$ cat config.mk
export PLATFORM = sky130hd
export DESIGN_NAME = mem_arbiter
export DESIGN_NICKNAME = d
export VERILOG_FILES = /design/src/rtl/mem_arb_pkg.sv /design/src/rtl/mem_arbiter_burst_buffer.sv /design/src/rtl/mem_arbiter.sv
export SDC_FILE = /design/constraint.sdc
export NUM_CORES = 1
export LEC_CHECK = 0
export CORE_AREA = 2 2 390 392
export DETAILED_ROUTE_END_ITERATION = 12
export DIE_AREA = 0 0 392 394
export SYNTH_ARGS = -nofsm -noshare
export SYNTH_HDL_FRONTEND = slang
export SYNTH_HIERARCHICAL = 1
export SYNTH_SLANG_ARGS = --single-unit
$ cat constraint.sdc
create_clock -name clk -period 2.1 [get_ports clk]
set_input_delay 0.525 -clock clk [delete_from_list [all_inputs] [get_ports clk]]
set_output_delay 0.525 -clock clk [all_outputs]
set_load 0.02 [all_outputs]
$ cat src/rtl/mem_arb_pkg.sv
// Shared definitions for the memory-port arbiter: line/beat geometry,
// cacheline offset width and the arbiter state encoding.
package mem_arb_pkg;

  localparam int LINE_W      = 256;
  localparam int BURST_W     = 64;
  localparam int BEATS       = LINE_W / BURST_W;
  localparam int OFFSET_BITS = 5;

  // IDLE is encoded as zero so a cleared debug state reads as idle.
  typedef enum logic [2:0] {
    IDLE   = 3'd0,
    I_RD   = 3'd1,
    D_RD   = 3'd2,
    D_WR   = 3'd3,
    DONE_I = 3'd4,
    DONE_D = 3'd5
  } arb_state_t;

endpackage

$ cat src/rtl/mem_arbiter_burst_buffer.sv
// Line buffer shared by every burst. It holds one cacheline and a beat
// counter. It can be loaded with a whole line, written one beat at a time
// at the counter, and read one beat at a time at the counter. o_last flags
// the final beat of a line.
module burst_buffer #(
  parameter int LINE_W  = mem_arb_pkg::LINE_W,
  parameter int BURST_W = mem_arb_pkg::BURST_W
) (
  input  logic               clk,
  input  logic               rst,
  input  logic               i_load,
  input  logic [LINE_W-1:0]  i_load_line,
  input  logic               i_wr_beat,
  input  logic [BURST_W-1:0] i_beat_data,
  input  logic               i_step,
  input  logic               i_clear,
  output logic [LINE_W-1:0]  o_line,
  output logic [BURST_W-1:0] o_beat,
  output logic               o_last
);

  localparam int BEATS = LINE_W / BURST_W;
  localparam int CNT_W = (BEATS > 1) ? $clog2(BEATS) : 1;

  logic [CNT_W-1:0]  r_cnt;
  logic [LINE_W-1:0] r_line;

  // Line storage and beat counter. A load restarts the counter at beat 0.
  // A step on the last beat wraps the counter to 0.
  always_ff @(posedge clk) begin
    if (!rst) begin
      r_cnt  <= '0;
      r_line <= '0;
    end else if (i_load) begin
      r_line <= i_load_line;
      r_cnt  <= '0;
    end else begin
      if (i_wr_beat) begin
        r_line[r_cnt*BURST_W +: BURST_W] <= i_beat_data;
      end
      if (i_clear) begin
        r_cnt <= '0;
      end else if (i_step) begin
        r_cnt <= o_last ? '0 : r_cnt + 1'b1;
      end
    end
  end

  assign o_last = (r_cnt == CNT_W'(BEATS - 1));
  assign o_beat = r_line[r_cnt*BURST_W +: BURST_W];
  assign o_line = r_line;

endmodule

$ cat src/rtl/mem_arbiter.sv
// Arbitrates the single burst memory port between the I-cache (read only)
// and the D-cache (read/write). The D-cache has fixed priority over the
// I-cache. Each 256-bit line moves as 4 64-bit beats, with beat 0 as the
// low word.
//
// Handshake: a cache raises read/write and holds it until its one-cycle
// resp pulse. mem_read/mem_write stay high for the whole burst. Each
// mem_resp cycle transfers exactly one beat. A mem_resp outside a burst
// is ignored.
module mem_arbiter #(
  parameter int LINE_W  = mem_arb_pkg::LINE_W,
  parameter int BURST_W = mem_arb_pkg::BURST_W,
  parameter int ADDR_W  = 32
) (
  input  logic               clk,
  input  logic               rst,
  input  logic               i_read,
  input  logic [ADDR_W-1:0]  i_addr,
  output logic [LINE_W-1:0]  i_rdata,
  output logic               i_resp,
  input  logic               d_read,
  input  logic               d_write,
  input  logic [ADDR_W-1:0]  d_addr,
  input  logic [LINE_W-1:0]  d_wdata,
  output logic [LINE_W-1:0]  d_rdata,
  output logic               d_resp,
  output logic               mem_read,
  output logic               mem_write,
  output logic [ADDR_W-1:0]  mem_addr,
  output logic [BURST_W-1:0] mem_wdata,
  input  logic [BURST_W-1:0] mem_rdata,
  input  logic               mem_resp,
  output logic [2:0]         o_dbg_state
);

  import mem_arb_pkg::*;

  // Clears the line-offset bits so that every burst starts on a line boundary.
  localparam logic [ADDR_W-1:0] ADDR_MASK = ~ADDR_W'((1 << OFFSET_BITS) - 1);

  arb_state_t         r_state;
  arb_state_t         w_next;
  logic [ADDR_W-1:0]  r_addr;
  logic [ADDR_W-1:0]  w_grant_addr;
  logic               w_load;
  logic               w_wr_beat;
  logic               w_step;
  logic               w_clear;
  logic               w_last;
  logic [LINE_W-1:0]  w_line;
  logic [BURST_W-1:0] w_beat;

  // If the D-cache is requesting, its address is the one that gets granted.
  assign w_grant_addr = (d_write || d_read) ? d_addr : i_addr;

  burst_buffer #(
    .LINE_W  (LINE_W),
    .BURST_W (BURST_W)
  ) u_buf (
    .clk         (clk),
    .rst         (rst),
    .i_load      (w_load),
    .i_load_line (d_wdata),
    .i_wr_beat   (w_wr_beat),
    .i_beat_data (mem_rdata),
    .i_step      (w_step),
    .i_clear     (w_clear),
    .o_line      (w_line),
    .o_beat      (w_beat),
    .o_last      (w_last)
  );

  // State register.
  always_ff @(posedge clk) begin
    if (!rst) begin
      r_state <= IDLE;
    end else begin
      r_state <= w_next;
    end
  end

  // Line-aligned burst address, captured once per grant.
  always_ff @(posedge clk) begin
    if (!rst) begin
      r_addr <= '0;
    end else if (w_load) begin
      r_addr <= w_grant_addr & ADDR_MASK;
    end
  end

  // Next-state logic and buffer control. The priority order is d_write,
  // then d_read, then i_read.
  always_comb begin
    w_next    = r_state;
    w_load    = 1'b0;
    w_wr_beat = 1'b0;
    w_step    = 1'b0;
    w_clear   = 1'b0;
    case (r_state)
      IDLE: begin
        if (d_write) begin
          w_next = D_WR;
          w_load = 1'b1;
        end else if (d_read) begin
          w_next = D_RD;
          w_load = 1'b1;
        end else if (i_read) begin
          w_next = I_RD;
          w_load = 1'b1;
        end
      end
      I_RD, D_RD: begin
        if (mem_resp) begin
          w_wr_beat = 1'b1;
          w_step    = 1'b1;
          if (w_last) begin
            w_next = (r_state == I_RD) ? DONE_I : DONE_D;
          end
        end
      end
      D_WR: begin
        if (mem_resp) begin
          w_step = 1'b1;
          if (w_last) begin
            w_next = DONE_D;
          end
        end
      end
      DONE_I, DONE_D: begin
        w_clear = 1'b1;
        w_next  = IDLE;
      end
      default: begin
        w_next = IDLE;
      end
    endcase
  end

  assign mem_read    = (r_state == I_RD) || (r_state == D_RD);
  assign mem_write   = (r_state == D_WR);
  assign mem_addr    = r_addr;
  assign mem_wdata   = (r_state == D_WR) ? w_beat : '0;
  assign i_resp      = (r_state == DONE_I);
  assign d_resp      = (r_state == DONE_D);
  assign i_rdata     = w_line;
  assign d_rdata     = w_line;
  assign o_dbg_state = r_state;

endmodule
* Yosys cells after proc, flatten, opt, wreduce, memory -nomap -nowiden
Index checks and enable logic that the tools add are counted.
** Cells by class
- Mux-type cells :: 23
- Reduce and logical (&&, ||, !) cells :: 9
- Add/sub/neg operators :: 2
- Equal/unequal tests :: 11
- Shifts and indexed selects :: 3
- Bitwise operators :: 1
** Operators with widths (count)
- two-way mux 256 bit :: 2
- bitwise mux 256 bit :: 1
- variable shift 64 x 34 -> 256 bit (first input constant) :: 1
- indexed part select 256 x 9 -> 64 bit :: 1
- indexed part select 64 x 34 -> 256 bit :: 1
- two-way mux 64 bit :: 1
- negation 8 -> 34 bit :: 1
- two-way mux 32 bit :: 1
- two-way mux 3 bit :: 7
- two-way mux 1 bit :: 9
- one-hot mux 3 bit (3 select lines) :: 1
- == test 3 x 2 -> 1 bit (second input constant) :: 2
- == test 3 bit (second input constant) :: 2
- inequality test 2 x 1 -> 1 bit (second input constant) :: 3
- OR reduction 3 bit :: 2
- AND reduction 5 bit :: 1
- inequality test 4 bit (second input constant) :: 1
- OR reduction 2 bit :: 2
- == test 3 x 1 -> 1 bit (second input constant) :: 1
- zero test 3 bit :: 1
- adder 2 x 1 -> 2 bit (second input constant) :: 1
- == test 2 bit (second input constant) :: 1
- logical OR 1 bit :: 2
- two-way mux 2 bit :: 1
- other kinds (3) :: 3
** Storage, ports and cells
- Flip-flop bits (word level) :: 288
- Output and inout bits :: 615
- Word-level logic and storage cells :: 53
- Input bits :: 390

* Longest topological paths before layout
Gate-level depths: netlist (run 1).
- Depth after elaboration :: 5
- Mapped depth :: 11
- Depth with buffers taken out :: 6

* By module
The synthesis (run 1) kept the hierarchy.
** By module, submodules not included
- burst_buffer :: area each 13005.0 µm², seq. area each 5165.0 µm², times used 1, cells each 1280
- mem_arbiter :: area each 4012.6 µm², seq. area each 600.6 µm², times used 1, cells each 521

* Worst setup path after synthesis (run 1)
Ideal clock, no wire load.
- Path kind :: input port to flip-flop
- From :: input port d_read
- To :: register u_buf.r_line[183] (netlist: u_buf/o_line[183])
- Required time :: 2.030 ns
- Buffers on the path :: 5
- Arrival time :: 2.178 ns
- Setup slack :: -0.148 ns
- Library setup time :: 0.070 ns
- Cell stages on the path :: 10
- Cell sequence :: or3_1 -> and2_1 -> buf_6 -> buf_6 -> buf_6 -> nor3b_2 -> buf_4 -> buf_4 -> nand4_1 -> a21boi_1
** Between the ends
- Longest elaborated chain between the ends :: 4
- Elaborated cells between the ends (all ways) :: 5
- Those cells by class :: mux (4); reduce/logical (1)
** Ends and longest elaborated chain
- start: declaration :: RTL line mem_arbiter.sv:21 : input logic d_read,
- two-way mux 1 bit * :: RTL line mem_arbiter.sv:104 : end else if (d_read) begin
- two-way mux 1 bit * :: RTL line mem_arbiter.sv:101 : if (d_write) begin
- two-way mux 1 bit * :: RTL line mem_arbiter.sv:99 : case (r_state)
- named net w_load :: RTL line mem_arbiter.sv:45 : logic w_load;
- two-way mux 256 bit / nonzero test 2 bit (equally long branches)
- end signal: assignment :: RTL line mem_arbiter_burst_buffer.sv:35 : r_line <= i_load_line;
- end signal: indexed assignment :: RTL line mem_arbiter_burst_buffer.sv:39 : r_line[r_cnt*BURST_W +: BURST_W] <= i_beat_data;
- end: declaration :: RTL line mem_arbiter_burst_buffer.sv:26 : logic [LINE_W-1:0] r_line;
The timed path passes the listed nets; every way through them passes the cells marked *.
A chain may end at the register's enable or synchronous reset.

* Final worst setup path (run 1)
- From :: register u_buf.r_cnt[0]
- To :: output port mem_wdata[63]
** Between the ends
- Longest elaborated chain between the ends :: 2
** Ends and longest elaborated chain
- start: declaration :: RTL line mem_arbiter_burst_buffer.sv:25 : logic [CNT_W-1:0] r_cnt;
- start signal: assignment :: RTL line mem_arbiter_burst_buffer.sv:44 : r_cnt <= o_last ? '0 : r_cnt + 1'b1;
- indexed part select 256 x 9 -> 64 bit :: RTL line mem_arbiter_burst_buffer.sv:50 : assign o_beat = r_line[r_cnt*BURST_W +: BURST_W];
- named net w_beat[63] :: RTL line mem_arbiter.sv:51 : logic [BURST_W-1:0] w_beat;
- two-way mux 64 bit :: RTL line mem_arbiter.sv:142 : assign mem_wdata = (r_state == D_WR) ? w_beat : '0;
- end: declaration :: RTL line mem_arbiter.sv:30 : output logic [BURST_W-1:0] mem_wdata,
The timed path passes the listed nets, and every way through them passes these cells.

==> results of run 1 <==
worst paths after layout:
kind | from | to | cells past startpoint
worst min register to register | mem_addr[5] | mem_addr[5] | 2
worst max register to register | u_buf/r_cnt[0] | u_buf/o_line[88] | 10
worst max-delay path | u_buf/r_cnt[0] | mem_wdata[63] | 6
worst min-delay path | rst | u_buf/o_line[250] | 2
cells in the mapped netlist (19+ instances only):
cell | n | area share [%]
a21oi_1 | 29 | 0.85
and2_1 | 70 | 2.6
a22oi_1 | 256 | 11
mux4_2 | 64 | 8.5
a21boi_1 | 175 | 7.7
clkbuf_1 | 53 | 1.2
o21ai_0 | 28 | 0.82
dfxtp_1 | 288 | 34
buf_4 | 283 | 12
buf_2 | 102 | 3.0
a21boi_0 | 81 | 3.6
nand3_1 | 128 | 3.8
nand4_1 | 128 | 4.7
a311oi_2 | 19 | 1.7
nand2_1 | 30 | 0.66
state kept, by name, indices dropped and copies added, names as in the netlist:
signal	count
mem_addr	27
u_buf/o_line	256
o_dbg_state	3
u_buf/r_cnt	2
per-stage QoR:
step                      hold slack (ns)  cells
after floorplan                     0.584   1805
after global placement              0.503   4654
after detailed placement            0.515   4654
after CTS                           0.316   4733
after global routing                0.327   4742
final                               0.358   4747
metal layers:
metal | up-vias | wire [um] | share of wire [%] | track usage (%)
li1 | 8313 | - | - | -
met1 | 9724 | 52700 | 40 | 20.4
met2 | 1288 | 61400 | 47 | 26.3
met3 | 221 | 11900 | 9.1 | 4.07
met4 | 12 | 4550 | 3.5 | 5.36
met5 | - | 85 | 0.065 | 0
worst max-delay path, cell delays in order (launching register included):
cell and delay [ns]:
dfxtp_4 0.37, buf_6 0.12, buf_12 0.17, buf_4 0.16, mux4_2 0.62, and2_4 0.18, clkdlybuf4s15_2 0.24
layout make-up:
| cell class | instances | area share, % |
|---|---|---|
| Antenna cell | 10 | 0.0815 |
| Inverter | 4 | 0.0570 |
| Clock buffer | 58 | 3.70 |
| Sequential cell | 288 | 18.8 |
| Clock inverter | 7 | 0.151 |
| Timing Repair Buffer | 1294 | 41.6 |
| Tap cell | 2030 | 8.27 |
| Multi-Input combinational cell | 1056 | 27.3 |
power breakdown:
part / total (W) / switching [W] / internal (W)
sequential: 0.00771 / 0.00111 / 0.00660
clock: 0.00646 / 0.00275 / 0.00371
combinational: 0.0182 / 0.0103 / 0.00788
logic make-up (layout without fill, tap and decap cells):
| kind of cell | Yosys count | in the layout |
|---|---|---|
| xor+xnor | 1 | 1 |
| flops | 288 | 288 |
| simple gates | 378 | 378 |
| compound gates | 601 | 601 |
| other cells | 1 | 15 |
| buf+inv | 461 | 1363 |
| mux | 66 | 66 |
| fa+ha+maj | 5 | 5 |
timing repair:
action,in CTS,in global routing
pin swaps,2,0
setup buffers,12,6
endpoints found under the setup margin,821,805
cloned,3,0
gates resized for setup,222,66
==> metrics.yaml, run 1 <==
outcome: "complete, but fails checks"
violations: "negative setup slack"
synth-async-reset-ratio_pct: 0
drt-total-wl_mm: 131
drt_pass1_iterations: 5
clock_skew_ns: 0.0295
syn_to_final_growth_pct: 80.5
dpl.hpwl_mm: 105
final_area_um2: 30700
grtUsageTotal_pct: 16.1
hold_violations: 0
clock.fmax_mhz: 337
worst-path-max-fanout: 8
core_um2: 151000
layout_commonest_cell: "clkdlybuf4s50_1"
rsz0062_at_grt: "yes"
dpl_cell_area_um2: 29100
relSlewSlack_pct: 51.3
synth-edff-count: 0
finalCriticalPeriod_ns: 2.97
finalPower_w: 0.0324
synth_compound_gate_area_share_pct: 26.7
clkLatencyLatePin_ns: 0.59
cts_made_buffers: 37
ctsLongestPathBuffers: 3
cts_num_sinks: 288
grt_pass1_wl_mm: 172
tns_ns: -149.02
setup_ws_ns: -0.869
synth_ff_type: "dfxtp_1"
cts_tree: "yes"
critPathLaunchType: "flip-flop"
synth_cells: 1801
grt-ovfl-total: 0
tightest_slew_ns: 0.729
htreeDepth: 2
grt_pass1_vias: 18949
drtIter0Drc: 1683
layout-drive-gt1-share_pct: 22.8
finalCritPeriodShare_pct: 141
die_y_um: 394
crit_arrival_ns: 2.44
die_area_um2: 154000
slew_viol_final: 0
crit_path_end_kind: "output pin"
detail-route-antenna-nets: 0
via_count: 19558
min_path_type: "in2reg"
seq_area_frac_synth_pct: 33.9
ys_ff_latch: 288
ios: 1005
synth.mux.area_fraction_pct: 8.59
grt_max_degree: 100
ys_types: 42
worstSetupPathType: "reg2out"
synth_top_family_by_area: "compound AO/OA/AOI/OAI gates"
reg2reg_slack_ns: -0.34
max_cap_viol_count: 0
post-place-ws_ns: -0.839
most-common-layout-cells: "857 x clkdlybuf4s50_1, 297 x buf_4, 281 x dfxtp_1, 256 x a22oi_1, 179 x a21boi_1"
gp_congestion: 0.958
setup_viol: 799
syn_area_per_cell_um2: 9.45
layout.nets: 3076
antenna_found_initial: 39
hold_buffers: 0
synthAdderAreaFrac_pct: 0.368
drc: 0
path_clk_slew_ns: 0.06
wl_per_cell_um: 27.5
synth_xor_area_share_pct: 0.0515
final_core_util_pct: 20.4
viasPerCell: 4.12
critical_path_required_ns: 1.57
leakagePower_nw: 10.8
vdd_drop_max_v: 0.000462
rows: 143
die_w_um: 392
ys_warn_count: 6
regArea_um2: 5780
cellPowerDensity_nw_per_um2: 1050
num-fill-cells: 16684
synth_area_um2: 17000
ctsRootBufferMaster: "clkbuf_16"
multiInputGateArea_um2: 8390
port_buffers: 989
initial_utilization_pct: 11.3
synth-simple-area-share_pct: 12.6
Note: power is estimated with default switching activity, not from simulation.
==> run 2, diff against run 1 <==
--- a/config.mk
+++ b/config.mk
@@ -10,5 +10,4 @@
 export DIE_AREA = 0 0 392 394
 export SYNTH_ARGS = -nofsm -noshare
 export SYNTH_HDL_FRONTEND = slang
-export SYNTH_HIERARCHICAL = 1
 export SYNTH_SLANG_ARGS = --single-unit
==> metrics.yaml, run 2 <==
outcome: "complete, but fails checks"
violations: "negative setup slack"
finalPower_w: 0.0293
max_cap_viol_count: 0
core_um2: 151000
via_count: 20792
crit_chain: "buf_12 -> buf_12 -> mux4_2 -> nor2b_4 -> buf_12"
initial_utilization_pct: 10.9
final_area_um2: 32900
finalCritPeriodShare_pct: 138
worstSetupPathType: "reg2out"
synth_ff_type: "dfxtp_1"
grt_max_degree: 86
die_y_um: 394
critical_path_required_ns: 1.57
layout_commonest_cell: "clkdlybuf4s50_1"
dpl_cell_area_um2: 29200
path_clk_slew_ns: 0.05
cts_tree: "yes"
tns_ns: -153.15
crit_arrival_ns: 2.37
rsz0062_at_grt: "yes"
cts_num_sinks: 288
crit_path_end_kind: "output pin"
grtUsageTotal_pct: 19.0
setup_viol: 647
ctsLongestPathBuffers: 3
synth_top_area_share_pct: 35.0
hold_buffers: 0
synth-async-reset-ratio_pct: 0
viasPerCell: 4.26
synth_most_common_cell: "dfxtp_1"
cts_made_buffers: 40
grt-ovfl-total: 0
clkLatencyLatePin_ns: 0.62
syn_area_per_cell_um2: 8.89
clock.fmax_mhz: 345
grt_pass1_wl_mm: 197
ys_types: 50
rows: 143
cpMaxStageDelayCell: "mux4_2"
slowest_delay_ns: 0.62
most-common-layout-cells: "704 x clkdlybuf4s50_1, 295 x buf_4, 251 x o21ai_0, 233 x dfxtp_1, 220 x nor2_1"
vdd_drop_max_v: 0.000610
slew_viol_final: 0
seq_area_frac_synth_pct: 35.0
grt_pass1_vias: 19411
critPathMostFrequentCell: "buf_12"
worst-path-max-fanout: 8
detail-route-antenna-nets: 0
die_w_um: 392
relSlewSlack_pct: 59.8
synth-edff-count: 0
clock_skew_ns: 0.0280
hold_violations: 0
wl_per_cell_um: 33.4
drt_pass1_iterations: 5
cellPowerDensity_nw_per_um2: 891
die_area_um2: 154000
htreeDepth: 2
ctsRootBufferMaster: "clkbuf_16"
layout-drive-gt1-share_pct: 31.6
setup_ws_ns: -0.797
largest_reg_flops: 256
drt-total-wl_mm: 163
synthTopCellsByCount: "288 x dfxtp_1, 267 x buf_4, 260 x o21ai_0"
layout.nets: 3194
ys_ff_latch: 288
synth_cells: 1854
port_buffers: 989
synth_area_leaders: "dfxtp_1 35%, buf_4 12%, mux4_2 8.7%"
gp_congestion: 0.942
synth_area_um2: 16500
syn_to_final_growth_pct: 99.7
leakagePower_nw: 12.3
antenna_found_initial: 69
drc: 0
drtIter0Drc: 2066
finalCriticalPeriod_ns: 2.90
ys_warn_count: 0
synth_top_cell_by_area: "dfxtp_1"
min_path_type: "in2reg"
critPathLaunchType: "flip-flop"
dpl.hpwl_mm: 124
tightest_slew_ns: 0.601
ios: 1005
-- run 2: cell count changes after synthesis, sizes merged, moves of 52 or more --
cell and delta:
a21boi -255, o21ai +243, a22oi -240, nor2 +215, a221oi +190, nand3 -125, nand4 -79, and2 -69
nor2b +65, buf -63, nand2 +52
-- run 2: path summary, 6_finish.rpt --
check,from,cells past startpoint,to,slack (ns)
setup / recovery,u_buf.r_cnt[0],5,mem_wdata[0],-0.80
hold / removal,rst,3,u_buf.o_line[6],0.27
setup reg to reg,u_buf.r_cnt[0],12,u_buf.o_line[143],-0.49
hold reg to reg,mem_addr[20],2,mem_addr[20],0.50
-- run 2: cells by family after synthesis --
family | count (synthesis) | share of synthesized area (%)
muxes | 68 | 8.99
xor gates and xnor gates | 2 | 0.197
buffers and inverters | 464 | 17.5
and+or+nand+nor | 445 | 12.6
adders and majority gates | 5 | 0.379
DFF | 288 | 35.0
AOI/OAI and AO/OA | 581 | 25.3
other | 1 | 0.0227
-- run 2: power breakdown --
part / switching, W / internal, W / total [W]
Clock: 0.00326 / 0.00438 / 0.00763
Sequential: 0.00119 / 0.00636 / 0.00755
Combinational: 0.00797 / 0.00618 / 0.0141
-- run 2: layer usage --
layer	up-vias	GRT usage (%)	routed length, um
met4	46	5.78	6440
met2	1558	31.5	76300
li1	8561	-	-
met3	319	5.31	15300
met5	-	0	291
met1	10308	23.8	64700
-- run 2: cell type report --
class                           instances  area (um^2)
Antenna cell                           20         50.0
Clock buffer                           53         1150
Clock inverter                         20          239
Fill cell                           16441       118000
Inverter                               19         73.8
Multi-Input combinational cell       1106         8870
Sequential cell                       288         5840
Tap cell                             2030         2540
Timing Repair Buffer                 1344        14200
-- run 2: timing repair --
| item | 4_1_cts | 5_1_grt |
|---|---|---|
| resized for setup | 536 | 168 |
| pin swaps | 1 | 25 |
| setup buffers | 27 | 27 |
| cloned | 5 | 20 |
| endpoints found under the setup margin | 810 | 684 |
-- run 2: critical path, delay by kind of cell (launching register included) --
kind                   cells  cell delay [ns]
buffers and inverters      3             0.47
AND/OR/NAND/NOR            1             0.18
multiplexers               1             0.62
flip-flops                 1             0.45
-- run 2: per-stage QoR --
step / hold WS, ns / std cells / setup slack, ns / utilization (%)
2_1_floorplan: 0.565 / 1858 / 0.000204 / -
3_3_place_gp: 0.484 / 4711 / -0.655 / 19.4
3_5_place_dp: 0.490 / 4711 / -0.653 / 19.4
4_1_cts: 0.226 / 4816 / -0.858 / 20.8
5_1_grt: 0.241 / 4867 / -0.844 / 21.8
6_report: 0.267 / 4880 / -0.797 / 21.9
